`src/rtl/decode_stage_if.sv`:
```
// Decode-stage bus: fetch handoff, register-file read, producer status for
// forwarding/stall, and the handoff to execute.
interface decode_stage_if;
    logic        fs_valid;
    logic [31:0] fs_pc;
    logic [31:0] fs_inst;
    logic        ds_allowin;

    logic [4:0]  rf_raddr1;
    logic [4:0]  rf_raddr2;
    logic [31:0] rf_rdata1;
    logic [31:0] rf_rdata2;

    logic        es_valid;
    logic        es_wen;
    logic        es_is_load;
    logic [4:0]  es_waddr;
    logic [31:0] es_result;
    logic        ms_valid;
    logic        ms_wen;
    logic [4:0]  ms_waddr;
    logic [31:0] ms_result;
    logic        ws_valid;
    logic        ws_wen;
    logic [4:0]  ws_waddr;
    logic [31:0] ws_wdata;

    logic        flush;
    logic        es_allowin;
    logic        ds_to_es_valid;
    logic [31:0] ds_pc;
    logic [31:0] ds_inst;
    logic [31:0] ds_src1;
    logic [31:0] ds_src2;
    logic [31:0] ds_imm;
    logic [4:0]  ds_dest;

    // Surrounding pipeline view.
    modport master (
        output fs_valid, fs_pc, fs_inst, rf_rdata1, rf_rdata2,
        output es_valid, es_wen, es_is_load, es_waddr, es_result,
        output ms_valid, ms_wen, ms_waddr, ms_result,
        output ws_valid, ws_wen, ws_waddr, ws_wdata, flush, es_allowin,
        input  ds_allowin, rf_raddr1, rf_raddr2, ds_to_es_valid,
        input  ds_pc, ds_inst, ds_src1, ds_src2, ds_imm, ds_dest
    );

    // Decode-stage view.
    modport slave (
        input  fs_valid, fs_pc, fs_inst, rf_rdata1, rf_rdata2,
        input  es_valid, es_wen, es_is_load, es_waddr, es_result,
        input  ms_valid, ms_wen, ms_waddr, ms_result,
        input  ws_valid, ws_wen, ws_waddr, ws_wdata, flush, es_allowin,
        output ds_allowin, rf_raddr1, rf_raddr2, ds_to_es_valid,
        output ds_pc, ds_inst, ds_src1, ds_src2, ds_imm, ds_dest
    );
endinterface

```
`src/rtl/decode_stage.sv`:
```
// Single-entry decode stage: holds one instruction, decodes fields, forwards
// operands from ES/MS/WS and stalls on a load-use hazard.
module decode_stage (
    input  logic          clk,
    input  logic          rstn,
    decode_stage_if.slave bus
);

    localparam logic [5:0] OP_SPECIAL = 6'b000000;
    localparam logic [5:0] OP_J       = 6'b000010;
    localparam logic [5:0] OP_JAL     = 6'b000011;
    localparam logic [5:0] OP_BEQ     = 6'b000100;
    localparam logic [5:0] OP_BNE     = 6'b000101;
    localparam logic [5:0] OP_LW      = 6'b100011;
    localparam logic [5:0] OP_SW      = 6'b101011;

    logic        ds_valid_q, ds_valid_d;
    logic [31:0] pc_q, pc_d;
    logic [31:0] inst_q, inst_d;

    logic [5:0]  opcode;
    logic [4:0]  rs, rt, rd;
    logic        rs_used, rt_used;
    logic        load_use, ds_ready_go, ds_allowin;
    logic        es_fwd_ok, ms_fwd_ok, ws_fwd_ok;

    assign opcode = inst_q[31:26];
    assign rs     = inst_q[25:21];
    assign rt     = inst_q[20:16];
    assign rd     = inst_q[15:11];

    assign rs_used = (opcode != OP_J) && (opcode != OP_JAL);
    assign rt_used = (opcode == OP_SPECIAL) || (opcode == OP_SW) ||
                     (opcode == OP_BEQ)     || (opcode == OP_BNE);

    // A load in ES has no data yet, so it is excluded from forwarding and stalls instead.
    assign es_fwd_ok = bus.es_valid && bus.es_wen && !bus.es_is_load;
    assign ms_fwd_ok = bus.ms_valid && bus.ms_wen;
    assign ws_fwd_ok = bus.ws_valid && bus.ws_wen;

    assign load_use = ds_valid_q && bus.es_valid && bus.es_is_load && bus.es_wen &&
                      (bus.es_waddr != 5'd0) &&
                      ((rs_used && (bus.es_waddr == rs)) || (rt_used && (bus.es_waddr == rt)));

    assign ds_ready_go        = !load_use;
    assign ds_allowin         = !ds_valid_q || (ds_ready_go && bus.es_allowin);
    assign bus.ds_allowin     = ds_allowin;
    assign bus.ds_to_es_valid = ds_valid_q && ds_ready_go && !bus.flush;

    function automatic logic [31:0] fwd_value(
        input logic [4:0]  addr,
        input logic [31:0] rf_data,
        input logic        es_ok, input logic [4:0] es_a, input logic [31:0] es_d,
        input logic        ms_ok, input logic [4:0] ms_a, input logic [31:0] ms_d,
        input logic        ws_ok, input logic [4:0] ws_a, input logic [31:0] ws_d
    );
        if (addr == 5'd0)                   return 32'd0;
        else if (es_ok && (es_a == addr))   return es_d;
        else if (ms_ok && (ms_a == addr))   return ms_d;
        else if (ws_ok && (ws_a == addr))   return ws_d;
        else                                return rf_data;
    endfunction

    assign bus.rf_raddr1 = rs;
    assign bus.rf_raddr2 = rt;
    assign bus.ds_pc     = pc_q;
    assign bus.ds_inst   = inst_q;
    assign bus.ds_imm    = {{16{inst_q[15]}}, inst_q[15:0]};

    assign bus.ds_src1 = fwd_value(rs, bus.rf_rdata1,
                                   es_fwd_ok, bus.es_waddr, bus.es_result,
                                   ms_fwd_ok, bus.ms_waddr, bus.ms_result,
                                   ws_fwd_ok, bus.ws_waddr, bus.ws_wdata);
    assign bus.ds_src2 = fwd_value(rt, bus.rf_rdata2,
                                   es_fwd_ok, bus.es_waddr, bus.es_result,
                                   ms_fwd_ok, bus.ms_waddr, bus.ms_result,
                                   ws_fwd_ok, bus.ws_waddr, bus.ws_wdata);

    always_comb begin
        if (opcode == OP_SPECIAL)                          bus.ds_dest = rd;
        else if ((opcode == OP_LW) || (opcode[5:3] == 3'b001)) bus.ds_dest = rt;
        else                                               bus.ds_dest = 5'd0;
    end

    always_comb begin
        // NOTE: every variable gets a default first so no path can infer a latch.
        ds_valid_d = ds_valid_q;
        pc_d       = pc_q;
        inst_d     = inst_q;
        if (bus.flush) begin
            ds_valid_d = 1'b0;
        end else if (ds_allowin) begin
            ds_valid_d = bus.fs_valid;
            if (bus.fs_valid) begin
                pc_d   = bus.fs_pc;
                inst_d = bus.fs_inst;
            end
        end
    end

    always_ff @(posedge clk) begin
        // NOTE: non-blocking assignments so every flop samples pre-edge values together.
        if (!rstn) begin
            ds_valid_q <= 1'b0;
            pc_q       <= 32'd0;
            inst_q     <= 32'd0;
        end else begin
            ds_valid_q <= ds_valid_d;
            pc_q       <= pc_d;
            inst_q     <= inst_d;
        end
    end

endmodule
```
`src/flat_wrapper.sv`:
```
// flat-port wrapper written by rule: the top's interface ports become plain ports
module decode_stage_flat 
  (clk, rstn, bus_fs_valid, bus_fs_pc, bus_fs_inst, bus_rf_rdata1, bus_rf_rdata2, bus_es_valid, bus_es_wen, bus_es_is_load, bus_es_waddr, bus_es_result, bus_ms_valid, bus_ms_wen, bus_ms_waddr, bus_ms_result, bus_ws_valid, bus_ws_wen, bus_ws_waddr, bus_ws_wdata, bus_flush, bus_es_allowin, bus_ds_allowin, bus_rf_raddr1, bus_rf_raddr2, bus_ds_to_es_valid, bus_ds_pc, bus_ds_inst, bus_ds_src1, bus_ds_src2, bus_ds_imm, bus_ds_dest);
  decode_stage_if bus_i ();
  input  logic clk;
  input  logic rstn;
  input wire logic [$bits(bus_i.fs_valid)-1:0] bus_fs_valid;
  input wire logic [$bits(bus_i.fs_pc)-1:0] bus_fs_pc;
  input wire logic [$bits(bus_i.fs_inst)-1:0] bus_fs_inst;
  input wire logic [$bits(bus_i.rf_rdata1)-1:0] bus_rf_rdata1;
  input wire logic [$bits(bus_i.rf_rdata2)-1:0] bus_rf_rdata2;
  input wire logic [$bits(bus_i.es_valid)-1:0] bus_es_valid;
  input wire logic [$bits(bus_i.es_wen)-1:0] bus_es_wen;
  input wire logic [$bits(bus_i.es_is_load)-1:0] bus_es_is_load;
  input wire logic [$bits(bus_i.es_waddr)-1:0] bus_es_waddr;
  input wire logic [$bits(bus_i.es_result)-1:0] bus_es_result;
  input wire logic [$bits(bus_i.ms_valid)-1:0] bus_ms_valid;
  input wire logic [$bits(bus_i.ms_wen)-1:0] bus_ms_wen;
  input wire logic [$bits(bus_i.ms_waddr)-1:0] bus_ms_waddr;
  input wire logic [$bits(bus_i.ms_result)-1:0] bus_ms_result;
  input wire logic [$bits(bus_i.ws_valid)-1:0] bus_ws_valid;
  input wire logic [$bits(bus_i.ws_wen)-1:0] bus_ws_wen;
  input wire logic [$bits(bus_i.ws_waddr)-1:0] bus_ws_waddr;
  input wire logic [$bits(bus_i.ws_wdata)-1:0] bus_ws_wdata;
  input wire logic [$bits(bus_i.flush)-1:0] bus_flush;
  input wire logic [$bits(bus_i.es_allowin)-1:0] bus_es_allowin;
  output wire logic [$bits(bus_i.ds_allowin)-1:0] bus_ds_allowin;
  output wire logic [$bits(bus_i.rf_raddr1)-1:0] bus_rf_raddr1;
  output wire logic [$bits(bus_i.rf_raddr2)-1:0] bus_rf_raddr2;
  output wire logic [$bits(bus_i.ds_to_es_valid)-1:0] bus_ds_to_es_valid;
  output wire logic [$bits(bus_i.ds_pc)-1:0] bus_ds_pc;
  output wire logic [$bits(bus_i.ds_inst)-1:0] bus_ds_inst;
  output wire logic [$bits(bus_i.ds_src1)-1:0] bus_ds_src1;
  output wire logic [$bits(bus_i.ds_src2)-1:0] bus_ds_src2;
  output wire logic [$bits(bus_i.ds_imm)-1:0] bus_ds_imm;
  output wire logic [$bits(bus_i.ds_dest)-1:0] bus_ds_dest;
  assign bus_i.fs_valid = bus_fs_valid;
  assign bus_i.fs_pc = bus_fs_pc;
  assign bus_i.fs_inst = bus_fs_inst;
  assign bus_i.rf_rdata1 = bus_rf_rdata1;
  assign bus_i.rf_rdata2 = bus_rf_rdata2;
  assign bus_i.es_valid = bus_es_valid;
  assign bus_i.es_wen = bus_es_wen;
  assign bus_i.es_is_load = bus_es_is_load;
  assign bus_i.es_waddr = bus_es_waddr;
  assign bus_i.es_result = bus_es_result;
  assign bus_i.ms_valid = bus_ms_valid;
  assign bus_i.ms_wen = bus_ms_wen;
  assign bus_i.ms_waddr = bus_ms_waddr;
  assign bus_i.ms_result = bus_ms_result;
  assign bus_i.ws_valid = bus_ws_valid;
  assign bus_i.ws_wen = bus_ws_wen;
  assign bus_i.ws_waddr = bus_ws_waddr;
  assign bus_i.ws_wdata = bus_ws_wdata;
  assign bus_i.flush = bus_flush;
  assign bus_i.es_allowin = bus_es_allowin;
  assign bus_ds_allowin = bus_i.ds_allowin;
  assign bus_rf_raddr1 = bus_i.rf_raddr1;
  assign bus_rf_raddr2 = bus_i.rf_raddr2;
  assign bus_ds_to_es_valid = bus_i.ds_to_es_valid;
  assign bus_ds_pc = bus_i.ds_pc;
  assign bus_ds_inst = bus_i.ds_inst;
  assign bus_ds_src1 = bus_i.ds_src1;
  assign bus_ds_src2 = bus_i.ds_src2;
  assign bus_ds_imm = bus_i.ds_imm;
  assign bus_ds_dest = bus_i.ds_dest;
  decode_stage u_core (.clk(clk), .rstn(rstn), .bus(bus_i));
endmodule
```
`config.mk`:
```
export PLATFORM = sky130hd
export DESIGN_NAME = decode_stage_flat
export DESIGN_NICKNAME = d
export VERILOG_FILES = /design/src/rtl/decode_stage_if.sv /design/src/rtl/decode_stage.sv /design/src/flat_wrapper.sv
export SDC_FILE = /design/constraint.sdc
export NUM_CORES = 1
export LEC_CHECK = 0
export ABC_AREA = 1
export BUFFER_PORTS_ARGS = -buffer_cell sky130_fd_sc_hd__buf_2
export CORE_AREA = 2 2 165 167
export DETAILED_ROUTE_END_ITERATION = 8
export DIE_AREA = 0 0 167 169
export PLACE_DENSITY = 0.64
export SYNTH_ARGS = -nofsm -noshare
export SYNTH_HDL_FRONTEND = slang
export SYNTH_SLANG_ARGS = --single-unit
export TNS_END_PERCENT = 20
```
`constraint.sdc`:
```
create_clock -name clk -period 2.71 [get_ports clk]
set_clock_uncertainty 0.05 [all_clocks]
set_input_delay 0.542 -clock clk [delete_from_list [all_inputs] [get_ports clk]]
set_output_delay 0.542 -clock clk [all_outputs]
set_load 0.05 [all_outputs]
```
==> results of run 1 <==
layer usage:
metal  routed length, um  global-route usage (%)
met1               14500                    29.9
met2               17700                    41.0
met5                  11                       0
met4                1210                    8.51
met3                3730                    5.63
worst reg2reg max path, delay by kind of cell (launching register included):
| family | cells | cell delay, ps |
|---|---|---|
| simple gates | 10 | 800 |
| flops | 1 | 370 |
| buf+inv | 6 | 1030 |
where the power goes:
part | internal, mW | total (mW) | switching, mW
Combinational | 0.806 | 2.58 | 1.77
Sequential | 1.02 | 1.08 | 0.0597
Clock | 0.621 | 1.07 | 0.450
Total | 2.45 | 4.73 | 2.28
cells in the final DEF, fill, tap and decap left out, types with 21 or more instances in the layout:
master / Yosys / routed
inv_2: 7 / 21
or2_2: 32 / 28
buf_2: 18 / 384
nand4_1: 164 / 164
nand3_1: 172 / 159
buf_4: 48 / 53
dfxtp_1: 65 / 55
nand2_1: 297 / 286
buf_12: 0 / 29
inv_1: 394 / 376
buf_6: 4 / 34
nor2_1: 85 / 78
registers in the layout, summed over array words and instances (netlist names):
name,cells
u_core.bus.ds_inst,32
u_core.bus.ds_pc,32
u_core.ds_valid_q,1
through the flow:
step	power (mW)	hold slack, ps	util (%)	instances
after global routing	4.99	470	42.5	2159
final	4.73	454	42.5	2162
after CTS	4.69	459	41.1	2144
after floorplan	2.71	650	-	1422
after detailed placement	3.50	448	38.4	2113
after global placement	3.50	443	38.4	2113
final cells by class:
type / count / share of cell area [%]
Antenna cell: 9 / 0.200
Timing Repair Buffer: 510 / 31.3
Clock buffer: 12 / 2.10
Sequential cell: 65 / 11.8
Multi-Input combinational cell: 820 / 37.1
Clock inverter: 4 / 0.267
Inverter: 401 / 13.5
Tap cell: 341 / 3.79
worst paths after layout:
check,startpoint,depth (start not counted),slack [ps],to
setup / recovery,u_core.bus.ds_inst[19],12,-70,bus_ds_src2[1]
hold / removal,u_core.bus.ds_pc[18],4,450,u_core.bus.ds_pc[18]
setup reg to reg,u_core.bus.ds_inst[19],16,350,u_core.bus.ds_inst[7]
hold reg to reg,u_core.bus.ds_pc[18],4,450,u_core.bus.ds_pc[18]
what timing repair did:
item                                   CTS  global route
gates cloned                             4             4
endpoints found under the hold margin    0             0
resized for setup                       94            87
pin swaps                                4             5
buffers inserted                        11             6
setup endpoints to repair               66            66
kinds of logic after synthesis:
family | count (synthesis)
DFF | 65
AOI/OAI and AO/OA | 50
xor gates and xnor gates | 8
buffers and inverters | 537
and+or+nand+nor | 762
==> impl_results.md, run 1 <==
- Status: finished, violations left
- Failing checks: setup timing
- Setup TNS: -1030 ps
- Worst endpoint required time: 2120 ps
- Synth Area in Adders: 0%
- CTS H-Tree Depth: 3
- Number of max-cap violations: 0
- Max-slew violations: 0
- Compound-Gate Fraction of Synth Area: 3.60%
- Synth top area share: between 15 and 20%
- Largest family of logic cells by synthesized area: simple AND/OR/NAND/NOR gates
- Area after DPL: 10200 um^2
- Clk pin slew, worst setup/hold paths: around 60 ps
- Initial antenna violation count: 8
- Clk_lat worst skew: 340 ps
- Largest net degree at the start of global routing: 59
- Fmax: roughly 0.36 GHz
- Synthesized netlist net count: 1673
- Leakage: between 7 and 8 nW
- Via count: 10600
- CP max-delay cell: dfxtp_4
- Final WS setup: -70.8 ps
- I/O pins: 428
- First-pass GRT wire length: 54000 um
- Total Routing Usage GR: 24.1%
- Final Cell Area: 11300 um^2
- Post-synth EDFFs: 0
- Fin crit share: 103%
- Width of the die: 167 um
- Sequential area share after synthesis: 17.3%
- Critical Path Fanout Max: 8
- Worst hold-check path type: reg2reg
- Syn Inst Count: between 1000 and 1500
- Post-synthesis mux area share: 0%
- Via density: 4.92
- TritonCTS clock tree: built
- Largest area contributor in the netlist: inv_1
- Area occupied by multi-input gates: between 4000 and 5000 um^2
- DRC marker count from the first detailed-route iteration: 1212
- Routed wire length: 37100 um
- Pre-CTS WS: 7.58 ps
- Core ar.: 26500 um^2
- Delay-heaviest family, CP: simple AND/OR/NAND/NOR gates
- Fillers: 2908
- Hpwl dp: 26800 um
- Maximum vdd drop: 390 uV
- Syn avg cell area: 5.28 um^2
- Die area: roughly 28000 um^2
- Yosys cell types: 28
- CTS sink count: 65
- Initial Utilization: 28.3%
- Final Hold Viols: 0
- Simple-Gate Fraction of Synth Area: 48.2%
- Top post-synthesis cells by area: inv_1 (20%), dfxtp_1 (17%), nand2_1 (15%)
- Core Rows: 60
- Crit path DAT: 2190 ps
- Post-Synth XOR/XNOR Area: 0.933%
- Post-Syn Area: 7510 um^2
- Startpoint Class: flop
- Clk root buf: clkbuf_16
- Critical path capture point type: output pin
- Worst-Margin Slew: 688 ps
- CP Class: reg2out
- Leading cell types by count after synthesis: inv_1 (394), nand2_1 (297), nand3_1 (172), nand4_1 (164), nor2_1 (85)
- CTS Buffer Depth: 2
- Max_slew headroom: 54.1%
- Setup Viol. Count Final: 28
- DRT Pass-1 Iters: 5
- WP buf/inv: 4
- Wire per inst: 17.2 um
- Pwr/cell area: around 420 nW/um^2
- Fraction of layout cells with a size suffix above 1: 35.1%
- Yosys Warn Count: 0
- Hold buffers post-CTS: 0
- Synth Register Bits: 65
- Tmin final: 2780 ps
- Max stage delay on crit path: 370 ps
- Final nets: 2058
- RSZ-0062 raised after global routing: yes
- Register area: 1330 um^2
- Top_reg_cell synth: dfxtp_1
- Synth async-reset ratio: 0%
- Area grow syn2layout: 49.9%
- Overflow after GRT: 0
- Die Y: approximately 170 um
- Drt drc: 0
- PortBufs: 427
- CTS Buf Count: 9
- CP most frequent cell: nand3_1
- Critical-path cell list: buf_6, nand2_2, nand2_2, nor3_4, nand3_4, bufbuf_16, nand2_1, nand3_1, nand3_1, nand3_1, inv_1, buf_6
- Final GP Congestion: just under 1
- Cell with the most instances after synthesis: inv_1
- Antenna-violating nets left: 0
- Vias in the first global route: slightly below 10000
Note: power is estimated with default switching activity, not from simulation.
==> inputs of run 2 (changes only) <==
--- a/config.mk
+++ b/config.mk
@@ -8,9 +8,9 @@
 export ABC_AREA = 1
 export BUFFER_PORTS_ARGS = -buffer_cell sky130_fd_sc_hd__buf_2
 export CORE_AREA = 2 2 165 167
+export CTS_CLUSTER_SIZE = 10
 export DETAILED_ROUTE_END_ITERATION = 8
 export DIE_AREA = 0 0 167 169
-export PLACE_DENSITY = 0.64
 export SYNTH_ARGS = -nofsm -noshare
 export SYNTH_HDL_FRONTEND = slang
 export SYNTH_SLANG_ARGS = --single-unit
==> run 2 against run 1 <==
Net effect: the run still ends with setup timing left; fmax up 1.7%; combinational power up 2%; critical path depth down 2; register-to-register slack better by 250 ps; cell count about the same; die area unchanged; clock-buffer cell count unchanged; first-iteration DRC count up 8.3%; largest cell class unchanged.
==> impl_results.md, run 2 (same netlist as run 1, synthesis figures left out) <==
- Fin crit share: 101% (was 103%)
- Status: finished, violations left (unchanged)
- Tmin final: 2740 ps (was 2780 ps)
- Via density: 4.93 (was 4.92)
- Via count: 10700 (was 10600)
- Die Y: 169 um (unchanged)
- Antenna-violating nets left: 0 (unchanged)
- Number of max-cap violations: 0 (unchanged)
- Maximum vdd drop: 362 uV (was 390 uV)
- Largest net degree at the start of global routing: 66 (was 59)
- Failing checks: setup timing (unchanged)
- Core ar.: 26500 um^2 (unchanged)
- Worst-Margin Slew: 701 ps (was 688 ps)
- Pwr/cell area: 430 nW/um^2 (was 420 nW/um^2)
- Pre-CTS WS: -21.8 ps (was 7.58 ps)
- PortBufs: 427 (unchanged)
- Die area: 28200 um^2 (unchanged)
- CTS H-Tree Depth: 3 (unchanged)
- Clk root buf: clkbuf_16 (unchanged)
- DRC marker count from the first detailed-route iteration: 1312 (was 1212)
- I/O pins: 428 (unchanged)
- Crit path DAT: 2140 ps (was 2190 ps)
- Final nets: 2053 (was 2058)
- Max-slew violations: 0 (unchanged)
- Final WS setup: -25.5 ps (was -70.8 ps)
- DRT Pass-1 Iters: 5 (unchanged)
- Routed wire length: 38100 um (was 37100 um)
- Leakage: 7.20 nW (was 7.18 nW)
- Most common cell after layout, fill and taps aside: inv_1 (was buf_2)
- TritonCTS clock tree: built (unchanged)
- Width of the die: 167 um (unchanged)
- Register area: 1340 um^2 (was 1330 um^2)
- First-pass GRT wire length: 53700 um (was 54000 um)
- Clk_lat worst skew: 340 ps (about the same)
- Most frequent cells in the layout: inv_1 (381), buf_2 (363), nand2_1 (292) (was buf_2 (384), inv_1 (376), nand2_1 (286))
- CTS Buffer Depth: 2 (unchanged)
- Setup Viol. Count Final: 12 (was 28)
- Layout Utilization: 43.1% (was 42.5%)
- RSZ-0062 raised after global routing: yes (unchanged)
- Worst hold-check path type: reg2reg (unchanged)
- Wire per inst: 17.6 um (was 17.2 um)
- WHS: 455 ps (was 454 ps)
- Hold_sp: u_core.bus.ds_pc[27] (was u_core.bus.ds_pc[18])
- Fillers: 2879 (was 2908)
- Area occupied by multi-input gates: 4270 um^2 (was 4180 um^2)
- Initial Utilization: 28.3% (unchanged)
- Critical Path Fanout Max: 16 (was 8)
- Fmax: 0.366 GHz (was 0.360 GHz)
- Max_slew headroom: 53.3% (was 54.1%)
- Drt drc: 0 (unchanged)
- CP Class: reg2out (unchanged)
- Initial antenna violation count: 13 (was 8)
- Fraction of layout cells with a size suffix above 1: 35.3% (was 35.1%)
- Overflow after GRT: 0 (unchanged)
- Hpwl dp: 26700 um (was 26800 um)
- Critical path capture point type: output pin (unchanged)
- Startpoint Class: flop (unchanged)
- Area grow syn2layout: 51.9% (was 49.9%)
- Critical Path Start: u_core.bus.ds_inst[19] (unchanged)
- Core Rows: 60 (unchanged)
- CTS Buf Count: 9 (unchanged)
- Total Routing Usage GR: 23.9% (was 24.1%)
- Final GP Congestion: 0.943 (was 0.980)
- CTS sink count: 65 (unchanged)
- Worst endpoint required time: 2120 ps (about the same)
- Hold buffers post-CTS: 0 (unchanged)
- Vias in the first global route: 9651 (was 9885)
- Clk pin slew, worst setup/hold paths: 60 ps (about the same)
- Final Hold Viols: 0 (unchanged)
- Reg-to-Reg Start: u_core.bus.ds_inst[16] (was u_core.bus.ds_inst[19])
==> run 2: through the flow <==
step	instances	setup TNS, ps	power, mW	area, um^2
CTS	2122	-200	4.74	10600
finish	2160	-149	4.91	11400
detailed placement	2102	-49.3	3.44	9950
floorplan	1422	0	2.71	7510
global route	2157	-3720	5.15	11400
global placement	2102	-9.92	3.43	9950
==> run 2: layer usage <==
| layer | GRT usage [%] | routed length (um) |
|---|---|---|
| met1 | 30.5 | 15100 |
| met2 | 39.5 | 18000 |
| met3 | 5.68 | 3840 |
| met4 | 8.10 | 1140 |
| met5 | 0 | 13 |
==> run 2: timing repair <==
action	CTS	global route
gates resized for setup	99	158
setup buffers	3	16
setup endpoints to repair	64	66
pin swaps	3	19
cloned	2	10
==> run 2: final timing paths <==
check                           end  slack (ps)  depth (start not counted)
max                 bus_ds_src2[11]         -30                         10
min            u_core.bus.ds_pc[27]         460                          4
max reg2reg  u_core.bus.ds_inst[30]         600                         13
min reg2reg    u_core.bus.ds_pc[27]         460                          4
==> run 2: power breakdown <==
part	internal, mW	switching (mW)
Clock	0.740	0.459
Sequential	1.02	0.0628
Combinational	0.834	1.79
==> run 2: cell type report <==
class / count / share of cell area [%]
antenna: 12 / 0.263
clock buffer: 12 / 2.16
clock inverter: 4 / 0.450
inverter: 401 / 13.3
multi-input combinational: 820 / 37.4
sequential: 65 / 11.7
tap: 341 / 3.74
timing repair buffer: 505 / 31.0
==> run 2: critical path, stage by stage, from the launching register on <==
cell     delay (ps)
dfxtp_4         360
buf_6           120
xor2_1          170
nor3_4          240
nand3_2         190
buf_12          210
nand3_1         100
nand3_1         100
nand3_2         100
inv_2            60
buf_8           150
